**src/rtl/i2c_arb_pkg.sv**
```systemverilog
// Shared types and constants for the two-port i2c_dri arbiter.
package i2c_arb_pkg;

  typedef enum logic [1:0] {
    IDLE,
    ISSUE,
    WAIT,
    RESP
  } arb_state_e;

  localparam int unsigned P0 = 0;
  localparam int unsigned P1 = 1;

  localparam logic [7:0] TIMEOUT_DATA = 8'hFF;

endpackage

```
**src/rtl/i2c_rr_pick.sv**
```systemverilog
// Combinational 2-way round-robin picker: on contention the port that was not served last wins.
module i2c_rr_pick
  import i2c_arb_pkg::*;
(
  input  logic [1:0] i_req,
  input  logic       i_lp,
  output logic [1:0] o_gnt
);

  logic w_both;

  assign w_both = &i_req;

  always_comb begin
    o_gnt     = 2'b00;
    o_gnt[P0] = i_req[P0] & (~w_both | i_lp);
    o_gnt[P1] = i_req[P1] & (~w_both | ~i_lp);
  end

endmodule

```
**src/rtl/i2c_arb.sv**
```systemverilog
// Two-port arbiter/sequencer in front of a single i2c_dri instance.
// Optional watchdog on the WAIT state is enabled with I2C_ARB_TIMEOUT_EN.
module i2c_arb
  import i2c_arb_pkg::*;
#(
  parameter int unsigned ADDR_W      = 16,
  parameter int unsigned TIMEOUT_CYC = 4096
) (
  input  logic                clk,
  input  logic                rst_n,
  input  logic [1:0]          req,
  input  logic [1:0]          rh_wl_in,
  input  logic [1:0]          bit_ctrl_in,
  input  logic [2*ADDR_W-1:0] addr_in,
  input  logic [15:0]         data_w_in,
  output logic [1:0]          gnt,
  output logic [1:0]          done,
  output logic                ack_out,
  output logic [7:0]          data_r_out,
  output logic                i2c_exec,
  output logic                i2c_rh_wl,
  output logic                bit_ctrl,
  output logic [ADDR_W-1:0]   i2c_addr,
  output logic [7:0]          i2c_data_w,
  input  logic                i2c_done,
  input  logic                i2c_ack,
  input  logic [7:0]          i2c_data_r,
  output logic                busy
`ifdef I2C_ARB_TIMEOUT_EN
  ,
  output logic                timeout
`endif
);

  arb_state_e        r_state, w_state_nxt;
  logic [1:0]        r_gnt, w_gnt_nxt;
  logic              r_lp, w_lp_nxt;
  logic              r_rh_wl, w_rh_wl_nxt;
  logic              r_bit_ctrl, w_bit_ctrl_nxt;
  logic [ADDR_W-1:0] r_addr, w_addr_nxt;
  logic [7:0]        r_data_w, w_data_w_nxt;
  logic              r_exec, w_exec_nxt;
  logic              r_ack, w_ack_nxt;
  logic [7:0]        r_data_r, w_data_r_nxt;
  logic [1:0]        w_win;
  logic              w_idx;

`ifdef I2C_ARB_TIMEOUT_EN
  localparam int unsigned CNT_W = (TIMEOUT_CYC > 2) ? $clog2(TIMEOUT_CYC) : 1;
  logic [CNT_W-1:0] r_cnt, w_cnt_nxt;
  logic             r_to, w_to_nxt;
`endif

  i2c_rr_pick u_pick (
    .i_req (req),
    .i_lp  (r_lp),
    .o_gnt (w_win)
  );

  assign w_idx = w_win[P1];

  always_comb begin
    w_state_nxt    = r_state;
    w_gnt_nxt      = r_gnt;
    w_lp_nxt       = r_lp;
    w_rh_wl_nxt    = r_rh_wl;
    w_bit_ctrl_nxt = r_bit_ctrl;
    w_addr_nxt     = r_addr;
    w_data_w_nxt   = r_data_w;
    w_exec_nxt     = 1'b0;
    w_ack_nxt      = r_ack;
    w_data_r_nxt   = r_data_r;
`ifdef I2C_ARB_TIMEOUT_EN
    w_cnt_nxt      = r_cnt;
    w_to_nxt       = r_to;
`endif
    unique case (r_state)
      IDLE: begin
        if (|req) begin
          w_state_nxt    = ISSUE;
          w_gnt_nxt      = w_win;
          w_lp_nxt       = w_idx;
          w_rh_wl_nxt    = rh_wl_in[w_idx];
          w_bit_ctrl_nxt = bit_ctrl_in[w_idx];
          w_addr_nxt     = w_idx ? addr_in[ADDR_W +: ADDR_W] : addr_in[0 +: ADDR_W];
          w_data_w_nxt   = w_idx ? data_w_in[8 +: 8] : data_w_in[0 +: 8];
        end
      end
      ISSUE: begin
        // exec is registered so it lands in the first WAIT cycle
        w_exec_nxt  = 1'b1;
        w_state_nxt = WAIT;
`ifdef I2C_ARB_TIMEOUT_EN
        w_cnt_nxt   = '0;
`endif
      end
      WAIT: begin
        if (i2c_done) begin
          w_ack_nxt    = i2c_ack;
          w_data_r_nxt = i2c_data_r;
          w_state_nxt  = RESP;
        end
`ifdef I2C_ARB_TIMEOUT_EN
        else if (r_cnt == CNT_W'(TIMEOUT_CYC - 1)) begin
          w_ack_nxt    = 1'b1;
          w_data_r_nxt = TIMEOUT_DATA;
          w_to_nxt     = 1'b1;
          w_state_nxt  = RESP;
        end else begin
          w_cnt_nxt = r_cnt + 1'b1;
        end
`endif
      end
      RESP: begin
        w_gnt_nxt   = 2'b00;
        w_state_nxt = IDLE;
`ifdef I2C_ARB_TIMEOUT_EN
        w_to_nxt    = 1'b0;
`endif
      end
      default: w_state_nxt = IDLE;
    endcase
  end

  always_ff @(posedge clk) begin
    if (rst_n) begin
      r_state    <= IDLE;
      r_gnt      <= 2'b00;
      r_lp       <= 1'b1;
      r_rh_wl    <= 1'b0;
      r_bit_ctrl <= 1'b0;
      r_addr     <= '0;
      r_data_w   <= '0;
      r_exec     <= 1'b0;
      r_ack      <= 1'b0;
      r_data_r   <= '0;
    end else begin
      r_state    <= w_state_nxt;
      r_gnt      <= w_gnt_nxt;
      r_lp       <= w_lp_nxt;
      r_rh_wl    <= w_rh_wl_nxt;
      r_bit_ctrl <= w_bit_ctrl_nxt;
      r_addr     <= w_addr_nxt;
      r_data_w   <= w_data_w_nxt;
      r_exec     <= w_exec_nxt;
      r_ack      <= w_ack_nxt;
      r_data_r   <= w_data_r_nxt;
    end
  end

`ifdef I2C_ARB_TIMEOUT_EN
  always_ff @(posedge clk) begin
    if (rst_n) begin
      r_cnt <= '0;
      r_to  <= 1'b0;
    end else begin
      r_cnt <= w_cnt_nxt;
      r_to  <= w_to_nxt;
    end
  end

  assign timeout = r_to & (r_state == RESP);
`endif

  assign gnt        = r_gnt;
  assign done       = (r_state == RESP) ? r_gnt : 2'b00;
  assign ack_out    = r_ack;
  assign data_r_out = r_data_r;
  assign i2c_exec   = r_exec;
  assign i2c_rh_wl  = r_rh_wl;
  assign bit_ctrl   = r_bit_ctrl;
  assign i2c_addr   = r_addr;
  assign i2c_data_w = r_data_w;
  assign busy       = (r_state != IDLE);

endmodule
```
**config.mk**
```make
export PLATFORM = sky130hd
export DESIGN_NAME = i2c_arb
export DESIGN_NICKNAME = d
export VERILOG_FILES = /design/src/rtl/i2c_arb_pkg.sv /design/src/rtl/i2c_rr_pick.sv /design/src/rtl/i2c_arb.sv
export SDC_FILE = /design/constraint.sdc
export NUM_CORES = 1
export LEC_CHECK = 0
export CORE_MARGIN = 10
export CORE_UTILIZATION = 35
export CTS_BUF_LIST = sky130_fd_sc_hd__clkbuf_8 sky130_fd_sc_hd__clkbuf_16
export CTS_CLUSTER_SIZE = 40
export DETAILED_ROUTE_END_ITERATION = 7
export PLACE_DENSITY = 0.73
export SYNTH_ARGS = -nofsm -noshare
export SYNTH_HDL_FRONTEND = slang
export SYNTH_SLANG_ARGS = --single-unit
```
**constraint.sdc**
```tcl
create_clock -name clk -period 2 [get_ports clk]
set_input_delay 0.4 -clock clk [delete_from_list [all_inputs] [get_ports clk]]
set_output_delay 0.4 -clock clk [all_outputs]
set_load 0.01 [all_outputs]
```
# Word level (Yosys, flattened, before mapping)
# Index checks and enable logic that the tools add are counted.
[word_totals] reg_bits=41 inputBits=66 word_cells=44
[classes] magnitude_cmp=1 n_eq_ne=5 mux=13 n_bitwise=6 n_reduce_logical=9
[op_table] op="two-way mux 16 bit" count=1
[op_table] op="AND reduction 2 bit" count=5
[op_table] op="two-way mux 2 bit" count=4
[op_table] op="two-way mux 8 bit" count=1
[op_table] op="case mux 2 bit (4 select lines)" count=1
[op_table] op="two-way mux 1 bit" count=5
[op_table] op="equality test 2 bit (second input constant)" count=2
[op_table] op="inequality test 2 bit (second input constant)" count=2
[op_table] op="case mux 2 bit (2 select lines)" count=1
[op_table] op="nonzero test 2 bit" count=2
[op_table] op="AND 1 bit" count=2
[op_table] op="equality test 2 x 1 -> 1 bit (second input constant)" count=1
[op_table] op="logical NOT 2 bit" count=1
[op_table] op="less-than comparator 1 x 2 -> 1 bit (second input constant)" count=1
[op_table] op="inverter 1 bit" count=2
[op_table] op="bitwise OR 1 bit" count=2
[op_table] op="OR reduction 2 bit" count=1

# Logic depth before layout (Yosys ltp)
[depth] word_depth=6 mapped_depth=6 mapped_depth_nobuf=5

# By module
# Synthesis repeated with hierarchy kept, for this count alone.
[unflattened] cells_unflattened=196 hier_area_um2=1994.4
[modules_own_cells] module="i2c_arb" n_inst=1 cells_each=193 area_per_inst_um2=1975.6 seq_area_each_um2=820.8
[modules_own_cells] module="i2c_rr_pick" n_inst=1 cells_each=3 area_per_inst_um2=18.8 seq_area_each_um2=0.0

# Worst setup path after synthesis
# OpenSTA, ideal clock, no wires.
[synth_path] path_type="register -> register" from="register r_state[0]" to="register r_gnt[0] (netlist: gnt[0])" setup_ns=0.118 arrival_ns=1.274 required_time_ns=1.882 path_slack_ns=0.608 stages_incl_launch_ff=6 synth_period_minus_slack_ns=1.392 path_cell_list="dfxtp_1 > inv_1 > ha_1 > nor3b_1 > nor2_1 > o2111a_1"
[synth_between] elab_chain_cells=3 elab_cells_between_ends=6 classes_between="eq/ne: 2; mux: 1; reduce/logical: 3"
[synth_lines] item="start: declaration" line="i2c_arb.sv:35" source="arb_state_e r_state, w_state_nxt;"
[synth_lines] item="start signal: assignment" line="i2c_arb.sv:138" source="r_state <= w_state_nxt;"
[synth_lines] item="equality test 2 bit / logical NOT 2 bit (equally long branches)" line="i2c_arb.sv:77" source="unique case (r_state)"
[synth_lines] item="nonzero test 2 bit (no line) / inequality test 2 bit (equally long branches)"
[synth_lines] item="AND reduction 2 bit (no line)"
[synth_lines] item="end signal: assignment" line="i2c_arb.sv:139" source="r_gnt <= w_gnt_nxt;"
[synth_lines] item="end: declaration" line="i2c_arb.sv:36" source="logic [1:0] r_gnt, w_gnt_nxt;"
# Several ways; a longest one is shown, not always the timed one.
# A chain may end at the register's enable or synchronous reset.

# Worst setup path in the final report
[layout_path] from="register r_state[0]" to="output done[0]"
[layout_between] elab_chain_cells=2
[layout_lines] item="equality test 2 bit" line="i2c_arb.sv:166" source="assign done = (r_state == RESP) ? r_gnt : 2'b00;"
[layout_lines] item="two-way mux 2 bit" line="i2c_arb.sv:166"
[layout_lines] item="end: declaration" line="i2c_arb.sv:17" source="output logic [1:0] done,"
# No other way between the ends.

==> flow_results.xml <==
<?xml version="1.0" encoding="UTF-8"?>
<metrics>
  <group name="outcome">
    <metric name="outcome" unit="">complete, no violations</metric>
  </group>
  <group name="sta">
    <metric name="timing_worst_slew_pin_value" unit="ns">0.455</metric>
    <metric name="fin_hold_ws" unit="ns">0.453</metric>
    <metric name="maxSlewViolCount" unit="">0</metric>
    <metric name="final_worst_path_period_need" unit="ns">1.93</metric>
    <metric name="timing.clock.skew" unit="ns">0.00273</metric>
    <metric name="highest_clock_rate" unit="GHz">0.518</metric>
    <metric name="slew_headroom" unit="%">69.6</metric>
    <metric name="rsz0062_at_grt" unit="">no</metric>
    <metric name="setup_total_negative_slack" unit="ns">0</metric>
    <metric name="setup-violations-final" unit="">0</metric>
    <metric name="post-route-period-util" unit="%">96.6</metric>
    <metric name="final_number_of_hold_violating_endpoints" unit="">0</metric>
  </group>
  <group name="clock_tree">
    <metric name="cts_tree" unit="">built</metric>
    <metric name="cts.path.max_buffers" unit="">2</metric>
    <metric name="cts_root_buffer" unit="">sky130_fd_sc_hd__clkbuf_8</metric>
    <metric name="clk_transition_reported_paths" unit="ns">0.07</metric>
    <metric name="clk-insertion-delay-late" unit="ns">0.29</metric>
    <metric name="cts-htree-levels" unit="">2</metric>
    <metric name="cts_inserted_buffers" unit="">5</metric>
    <metric name="cts_setup_buffers" unit="">0</metric>
    <metric name="cts_sinks" unit="">41</metric>
  </group>
  <group name="global_routing">
    <metric name="first_global_vias" unit="">1770</metric>
    <metric name="grt_start_max_net_pins" unit="">53</metric>
    <metric name="grt_pass1_wl" unit="mm">9.31</metric>
    <metric name="gr-usage-all-layers" unit="%">13.9</metric>
    <metric name="globalRoute.totalOverflow" unit="">0</metric>
    <metric name="antenna_violations_before_repair" unit="">0</metric>
  </group>
  <group name="min_path">
    <metric name="hold_start" unit="">data_r_out[1]</metric>
    <metric name="worstHoldPathType" unit="">flop to flop</metric>
    <metric name="number_of_cells_on_the_worst_hold_path" unit="">2</metric>
    <metric name="hold-path-endpoint" unit="">data_r_out[1]</metric>
  </group>
  <group name="synthesis">
    <metric name="synthArstFlopShare" unit="%">0</metric>
    <metric name="ys_seq_area_share" unit="%">47.0</metric>
    <metric name="synthCells" unit="">223</metric>
    <metric name="yosysTopAreaCell" unit="">sky130_fd_sc_hd__dfxtp_1</metric>
    <metric name="synth_edf_count" unit="">0</metric>
    <metric name="ys_seq_elements" unit="">41</metric>
    <metric name="number_of_nets_produced_by_synthesis" unit="">294</metric>
    <metric name="synthesis.area" unit="um2">1750</metric>
    <metric name="synthMostInstantiatedCell" unit="">sky130_fd_sc_hd__nand2_1</metric>
    <metric name="netlist_top_cells_count" unit="">sky130_fd_sc_hd__nand2_1 (65), sky130_fd_sc_hd__dfxtp_1 (41), sky130_fd_sc_hd__o21ai_0 (29), sky130_fd_sc_hd__a31oi_1 (26), sky130_fd_sc_hd__a21oi_1 (12)</metric>
    <metric name="yosysTopAreaCellShare" unit="%">47.0</metric>
    <metric name="synth_flop_cell" unit="">sky130_fd_sc_hd__dfxtp_1</metric>
    <metric name="post_synth_main_area_contributors" unit="">sky130_fd_sc_hd__dfxtp_1 (47%), sky130_fd_sc_hd__nand2_1 (14%), sky130_fd_sc_hd__a31oi_1 (9.3%)</metric>
    <metric name="mean_instance_size_in_the_synthesized_netlist" unit="um2">7.84</metric>
    <metric name="synth.distinct_cells" unit="">24</metric>
    <metric name="yosys_warnings" unit="">0</metric>
  </group>
  <group name="finish">
    <metric name="finalNetCount" unit="">401</metric>
    <metric name="num_antenna_cells" unit="">0</metric>
    <metric name="drive_above_1_share" unit="%">6.36</metric>
    <metric name="area_growth" unit="%">71.4</metric>
    <metric name="finish.utilization" unit="%">62.6</metric>
    <metric name="n_fill_cell" unit="">454</metric>
  </group>
  <group name="floorplanning">
    <metric name="total_die_area" unit="um2">8220</metric>
    <metric name="start_util" unit="%">36.5</metric>
    <metric name="die_width" unit="um">90.7</metric>
    <metric name="fp.coreArea" unit="um2">4790</metric>
    <metric name="die_height" unit="um">90.7</metric>
    <metric name="floorplan.rows" unit="">25</metric>
    <metric name="num_io_pins" unit="">107</metric>
  </group>
  <group name="setup_path">
    <metric name="setup.reg_to_reg.worst_slack" unit="ns">0.40</metric>
    <metric name="timing.critical_path.fanout_max" unit="">5</metric>
    <metric name="crit-reg2reg-capture" unit="">gnt[0]</metric>
    <metric name="crit_path_end_kind" unit="">output port</metric>
    <metric name="worst_r2r_path_depth" unit="">6</metric>
    <metric name="start_to_end_type_of_the_worst_setup_path" unit="">flop to output port</metric>
    <metric name="worstSetupStartpointType" unit="">flop</metric>
    <metric name="arrival" unit="ns">1.53</metric>
    <metric name="worst_ep_required_time" unit="ns">1.60</metric>
    <metric name="timing.rr.start" unit="">r_state[0]</metric>
  </group>
  <group name="detailed_routing">
    <metric name="detailedRoute.firstIterationViolations" unit="">88</metric>
    <metric name="route.detailed.drc" unit="">0</metric>
    <metric name="vias" unit="">1866</metric>
    <metric name="totalWireLength" unit="mm">5.91</metric>
    <metric name="detailedRoute.firstPassIterationCount" unit="">4</metric>
    <metric name="wire_per_inst" unit="um">14.9</metric>
    <metric name="routed_via_density" unit="">4.70</metric>
    <metric name="antenna_left" unit="">0</metric>
  </group>
  <group name="power">
    <metric name="max-vdd-ir-drop" unit="mV">0.960</metric>
    <metric name="power.density" unit="nW/um2">1070</metric>
    <metric name="power.static_leakage" unit="nW">1.17</metric>
  </group>
  <group name="run">
    <metric name="max-cap-violations" unit="">0</metric>
  </group>
  <group name="place">
    <metric name="place_hpwl" unit="mm">4.54</metric>
    <metric name="place.port_buffers" unit="">106</metric>
    <metric name="gpl.final_weighted_congestion" unit="">0.784</metric>
  </group>
</metrics>
==> how the worst max path moves through the flow <==
stage / from / to / slack [ns] / depth (start not counted)
finish: r_state[0] / done[0] / 0.07 / 3
global route: r_state[1] / done[0] / 0.001 / 3
CTS: r_state[1] / done[1] / 0.01 / 3
detailed placement: req[0] / gnt[0] / 0.24 / 4
global placement: req[0] / gnt[0] / 0.25 / 4
floorplan: r_state[0] / gnt[0] / 0.61 / 5
==> worst max-delay path, cell delays in order (launching register included) <==
cell                              delay [ns]
sky130_fd_sc_hd__dfxtp_2                0.36
sky130_fd_sc_hd__ha_2                   0.21
sky130_fd_sc_hd__and2_1                 0.12
sky130_fd_sc_hd__clkdlybuf4s50_1        0.54
==> area by class of cell <==
cell class	instances	area [um2]	share of cell area [%]
Clock buffer	6	82.6	2.76
Multi-Input combinational cell	161	835	27.8
Clock inverter	1	3.75	0.125
Tap cell	67	83.8	2.80
Sequential cell	41	823	27.5
Inverter	5	18.8	0.626
Timing Repair Buffer	116	1150	38.4
==> power breakdown <==
| group | switching (mW) | internal, mW | leakage [nW] |
|---|---|---|---|
| Sequential | 0.121 | 1.06 | 0.339 |
| Combinational | 0.701 | 0.773 | 0.785 |
| Clock | 0.272 | 0.269 | 0.0485 |
==> sequential cells by signal, summed over array words and instances, names as in the netlist <==
name	cells
ack_out	1
bit_ctrl	1
data_r_out	8
gnt	2
i2c_addr	16
i2c_data_w	8
i2c_exec	1
i2c_rh_wl	1
r_lp	1
r_state	2
==> repair_timing <==
action | CTS | global route
gates cloned | 0 | 0
hold buffers | 0 | 0
endpoints found under the setup margin | 3 | 2
resized for setup | 3 | 2
==> kinds of logic (layout without fill, tap and decap cells) <==
group | after synthesis | in the layout | share of synthesized area (%)
AOI/OAI and AO/OA | 73 | 73 | 24.3
muxes | 1 | 1 | 0.573
and+or+nand+nor | 82 | 82 | 19.2
buffers and inverters | 21 | 128 | 5.44
DFF | 41 | 41 | 47.0
adders and majority gates | 5 | 5 | 3.58
==> cell usage in the layout (no fill, tap or decap), types with 2 or more instances in the layout <==
cell type                         instances
sky130_fd_sc_hd__clkdlybuf4s50_1        104
sky130_fd_sc_hd__nand2_1                 65
sky130_fd_sc_hd__dfxtp_1                 39
sky130_fd_sc_hd__o21ai_0                 29
sky130_fd_sc_hd__a31oi_1                 26
sky130_fd_sc_hd__a21oi_1                 12
sky130_fd_sc_hd__nand3_1                  9
sky130_fd_sc_hd__buf_4                    9
sky130_fd_sc_hd__inv_1                    6
sky130_fd_sc_hd__clkbuf_8                 6
sky130_fd_sc_hd__ha_1                     4
sky130_fd_sc_hd__and2_1                   2
sky130_fd_sc_hd__o21a_1                   2
sky130_fd_sc_hd__nor2_1                   2
sky130_fd_sc_hd__dfxtp_2                  2
==> per-stage QoR <==
| stage | setup slack [ns] | total power, mW | cells | cell area [um2] |
|---|---|---|---|---|
| detailed placement | 0.243 | 2.69 | 390 | 2900 |
| global route | 0.00137 | 3.42 | 397 | 3000 |
| CTS | 0.00956 | 3.24 | 397 | 2990 |
| floorplan | 0.608 | 1.89 | 223 | 1750 |
| global placement | 0.253 | 2.67 | 390 | 2900 |
| finish | 0.0682 | 3.20 | 397 | 3000 |
==> per-layer routing <==
layer	vias up	GRT usage, %	wire [um]
li1	981	-	-
met1	814	16.7	2630
met2	65	21.9	2780
met3	6	5.65	421
met4	0	4.77	75
met5	-	0	0
Note: power is estimated with default switching activity, not from simulation.
==> RTL edit 1, RTL diff (same settings) <==
Change the parameter `ADDR_W` from 16 to 14.
--- a/src/rtl/i2c_arb.sv
+++ b/src/rtl/i2c_arb.sv
@@ -4,5 +4,5 @@
   import i2c_arb_pkg::*;
 #(
-  parameter int unsigned ADDR_W      = 16,
+  parameter int unsigned ADDR_W      = 14,
   parameter int unsigned TIMEOUT_CYC = 4096
 ) (
Ports: changed (resized addr_in and i2c_addr); port bits go from 107 to 101. The function was not compared with the original's and may differ.
==> RTL edit 1 against the original RTL <==
  * Power is 3.7% lower
  * Largest cell class unchanged
  * Via count shrank 5.0%
  * Wire length decreased by 4.9%
  * Sequential share of layout area decreased by 0.090 points
  * Largest power group unchanged
  * Sequential cell count is 2 lower
  * Critical path type unchanged
  * Register-to-register slack improved by 90 ps
  * Setup slack better by 27 ps
  * Synthesized area fell by 4.4%
  * Final area is 4.6% lower
  * Non-clock buffer count shrank 9
==> RTL edit 1: results (changes against the original RTL) <==
| Metric | Value |
|---|---|
| Placed cell areas | 0.00275 sq mm (was 0.00290 sq mm) |
| Fin Clk Skew | 13.4 ps (was 2.73 ps) |
| Post-Syn Nets | 280 (was 294) |
| Core Util, Final | 61.4% (was 62.6%) |
| GP Congestion | 0.813 (was 0.784) |
| FF-to-FF path depth | 5 (was 6) |
| Outcome | finished, final reports clean (unchanged) |
| Largest register FFs | 14 (was 16) |
| Nets | 378 (was 401) |
| First-pass GRT wire length | 8.55 mm (was 9.31 mm) |
| Largest cells by area after synthesis | dfxtp_1 (47%), nand2_1 (14%), a31oi_1 (9.0%), o21ai_0 (7.8%), ha_1 (3.7%) (was dfxtp_1 (47%), nand2_1 (14%), a31oi_1 (9.3%), o21ai_0 (8.3%), ha_1 (3.6%)) |
| Place WS | 208 ps (was 243 ps) |
| Slew HR | 70.9% (was 69.6%) |
| R2R setup slack | 490 ps (was 400 ps) |
| PortBufs | 100 (was 106) |
| Comb pwr share | 45.6% (was 46.1%) |
| Gr usage total | 13.9% (about the same) |
| Routed Wire Length | 5.61 mm (was 5.91 mm) |
| Min-delay src | data_r_out[0] (was data_r_out[1]) |
| Mean post-synth cell area | 7.84 sq um (about the same) |
| Met3 WL | 453 um (was 421 um) |
| Dpl hpwl | 4.21 mm (was 4.54 mm) |
| Comb pwr | 1.40 mW (was 1.47 mW) |
| Vias post-DR | 1,772 (was 1,866) |
| Met3 Track Usage GR | 4.38% (was 5.65%) |
| Crit path from | r_state[1] (was r_state[0]) |
| Finished Layout Cells | 366 (was 397) |
| Worst setup margin | 94.9 ps (was 68.2 ps) |
| Post-Route M1 WL | 2.22 mm (was 2.63 mm) |
| Worst Path Arrival | 1510 ps (was 1530 ps) |
| Net Sw Frac | 34.2% (about the same) |
| GR Layer Usage met1 | 16.1% (was 16.7%) |
| Sequential element share of the synthesized area | 46.7% (was 47.0%) |
| Clock Power | 545 uW (was 540 uW) |
| VDD IR max | 0.467 mV (was 0.960 mV) |
| Post-cts resize count | 4 (was 3) |
| Post-synth top cells | nand2_1 (61), dfxtp_1 (39), o21ai_0 (26) (was nand2_1 (65), dfxtp_1 (41), o21ai_0 (29)) |
| Post-Place Cells | 358 (was 390) |
| Largest net degree at the start of global routing | 49 (was 53) |
| Vias in the first global route | 1,621 (was 1,770) |
| Starting DRT DRC Count | 45 (was 88) |
| Met2 WL | 2.88 mm (was 2.78 mm) |
## RTL edit 1: cell types whose count changed after synthesis
cell / unedited run / this run
dfxtp_1: 41 / 39
a21bo_2: 1 / 0
buf_2: 4 / 7
nand2_1: 65 / 61
clkbuf_1: 10 / 8
buf_4: 1 / 0
a31oi_1: 26 / 24
o21ai_1: 0 / 1
a21bo_1: 0 / 1
o21ai_0: 29 / 26
## RTL edit 1: logic make-up after synthesis
| family | synth area share (%) |
|---|---|
| AND/OR/NAND/NOR | 19.2 |
| AO/OA/AOI/OAI | 24.0 |
| flip-flops | 46.7 |
| buffers and inverters | 5.69 |
| adder cells (fa/ha/maj) | 3.75 |
| multiplexers | 0.599 |
## RTL edit 1: layout make-up
cell class | count | area share [%]
flip-flops and latches | 39 | 27.4
multi-input cells | 153 | 28.0
repair buffers | 107 | 38.3
well taps | 54 | 2.36
inverters | 5 | 0.656
clock buffers | 6 | 2.89
clock inverters | 2 | 0.437
==> RTL edit 2, RTL diff (config.mk and constraints unchanged) <==
Made on the original files. Encoding of `arb_state_e`: now one-hot (4 bits for 4 states).
--- a/src/rtl/i2c_arb_pkg.sv
+++ b/src/rtl/i2c_arb_pkg.sv
@@ -2,9 +2,9 @@
 package i2c_arb_pkg;
 
-  typedef enum logic [1:0] {
-    IDLE,
-    ISSUE,
-    WAIT,
-    RESP
+  typedef enum logic [3:0] {
+    IDLE  = 4'b0001,
+    ISSUE = 4'b0010,
+    WAIT  = 4'b0100,
+    RESP  = 4'b1000
   } arb_state_e;
 
Check against the original RTL: no difference found for any inputs over 10 cycles, from zero or initial values and one cycle with rst_n high; not proved beyond that.
==> RTL edit 2 against the original RTL <==
  * Sequential power is 15% lower
  * Synthesized area is 19% higher
  * Setup slack better by 110 ps
  * First-iteration DRC count is 53% lower
  * Final area is 12% higher
  * Sequential cell count is 2 higher
  * Wire length is 11% higher
  * Largest power group is now registers
  * Power is 23% lower
==> RTL edit 2: results (changes against the original RTL) <==
| Metric | Value |
|---|---|
| Met2 WL | 3.04 mm (was 2.78 mm) |
| GR Layer Usage met1 | 15.8% (was 16.7%) |
| GP Congestion | 0.742 (was 0.784) |
| Layout fillers | 505 (was 454) |
| Final hold slack | 461 ps (was 453 ps) |
| CP Capture Point | busy (was done[0]) |
| First-pass GRT wire length | 10.7 mm (was 9.31 mm) |
| Outcome | finished, final reports clean (unchanged) |
| Largest net degree at the start of global routing | 33 (was 53) |
| Measured slew at the worst slew-check pin | 553 ps (was 455 ps) |
| Vias in the first global route | 2,069 (was 1,770) |
| Min-delay src | i2c_addr[2] (was data_r_out[1]) |
| Clock Power | 647 uW (was 540 uW) |
| Fin Clk Skew | 6.86 ps (was 2.73 ps) |
| Met3 WL | 628 um (was 421 um) |
| Synth cell types | 31 (was 24) |
| Starting DRT DRC Count | 41 (was 88) |
| Gr usage total | 13.5% (was 13.9%) |
| Met3 Track Usage GR | 5.89% (was 5.65%) |
| Max frequency | 548 MHz (was 518 MHz) |
| Largest stage delay on the critical path | 320 ps (was 540 ps) |
| Dpl hpwl | 4.92 mm (was 4.54 mm) |
| FF-to-FF End | i2c_data_w[2] (was gnt[0]) |
| Worst Path Arrival | 1420 ps (was 1530 ps) |
| Met2 Usage GRT | 21.8% (was 21.9%) |
| Clk network pwr share | 26.3% (was 16.9%) |
| Post-cts resize count | 4 (was 3) |
| Worst R2R Start | r_state[3] (was r_state[0]) |
| Placed cell areas | 0.00326 sq mm (was 0.00290 sq mm) |
| VDD IR max | 0.413 mV (was 0.960 mV) |
| Net Sw Frac | 28.4% (was 34.2%) |
| Post-synth top cells | dfxtp_1 (43), inv_1 (29), o32ai_1 (26) (was nand2_1 (65), dfxtp_1 (41), o21ai_0 (29)) |
| Post-Syn Nets | 269 (was 294) |
## RTL edit 2: cell types whose count changed after synthesis, sizes merged, moves of 8 or more
| cell | before | now |
|---|---|---|
| nand2 | 65 | 2 |
| a221oi | 0 | 26 |
| a31oi | 26 | 0 |
| o32ai | 0 | 26 |
| inv | 5 | 30 |
| o21ai | 29 | 4 |
| nand2b | 0 | 20 |
| a21oi | 12 | 3 |
| mux2i | 1 | 9 |
| nand3 | 9 | 1 |
## RTL edit 2: kinds of logic after synthesis
family | Yosys count | synth area share (%)
AND/OR/NAND/NOR | 40 | 12.4
multiplexers | 9 | 4.34
buffers and inverters | 49 | 10.7
flip-flops | 43 | 41.5
AO/OA/AOI/OAI | 62 | 31.2
## RTL edit 2: area by class of cell
class	count	share of cell area, %
multi-input combinational	111	30.0
clock inverter	2	1.00
inverter	30	3.35
sequential	43	25.6
timing repair buffer	121	35.4
clock buffer	5	2.05
tap	72	2.68
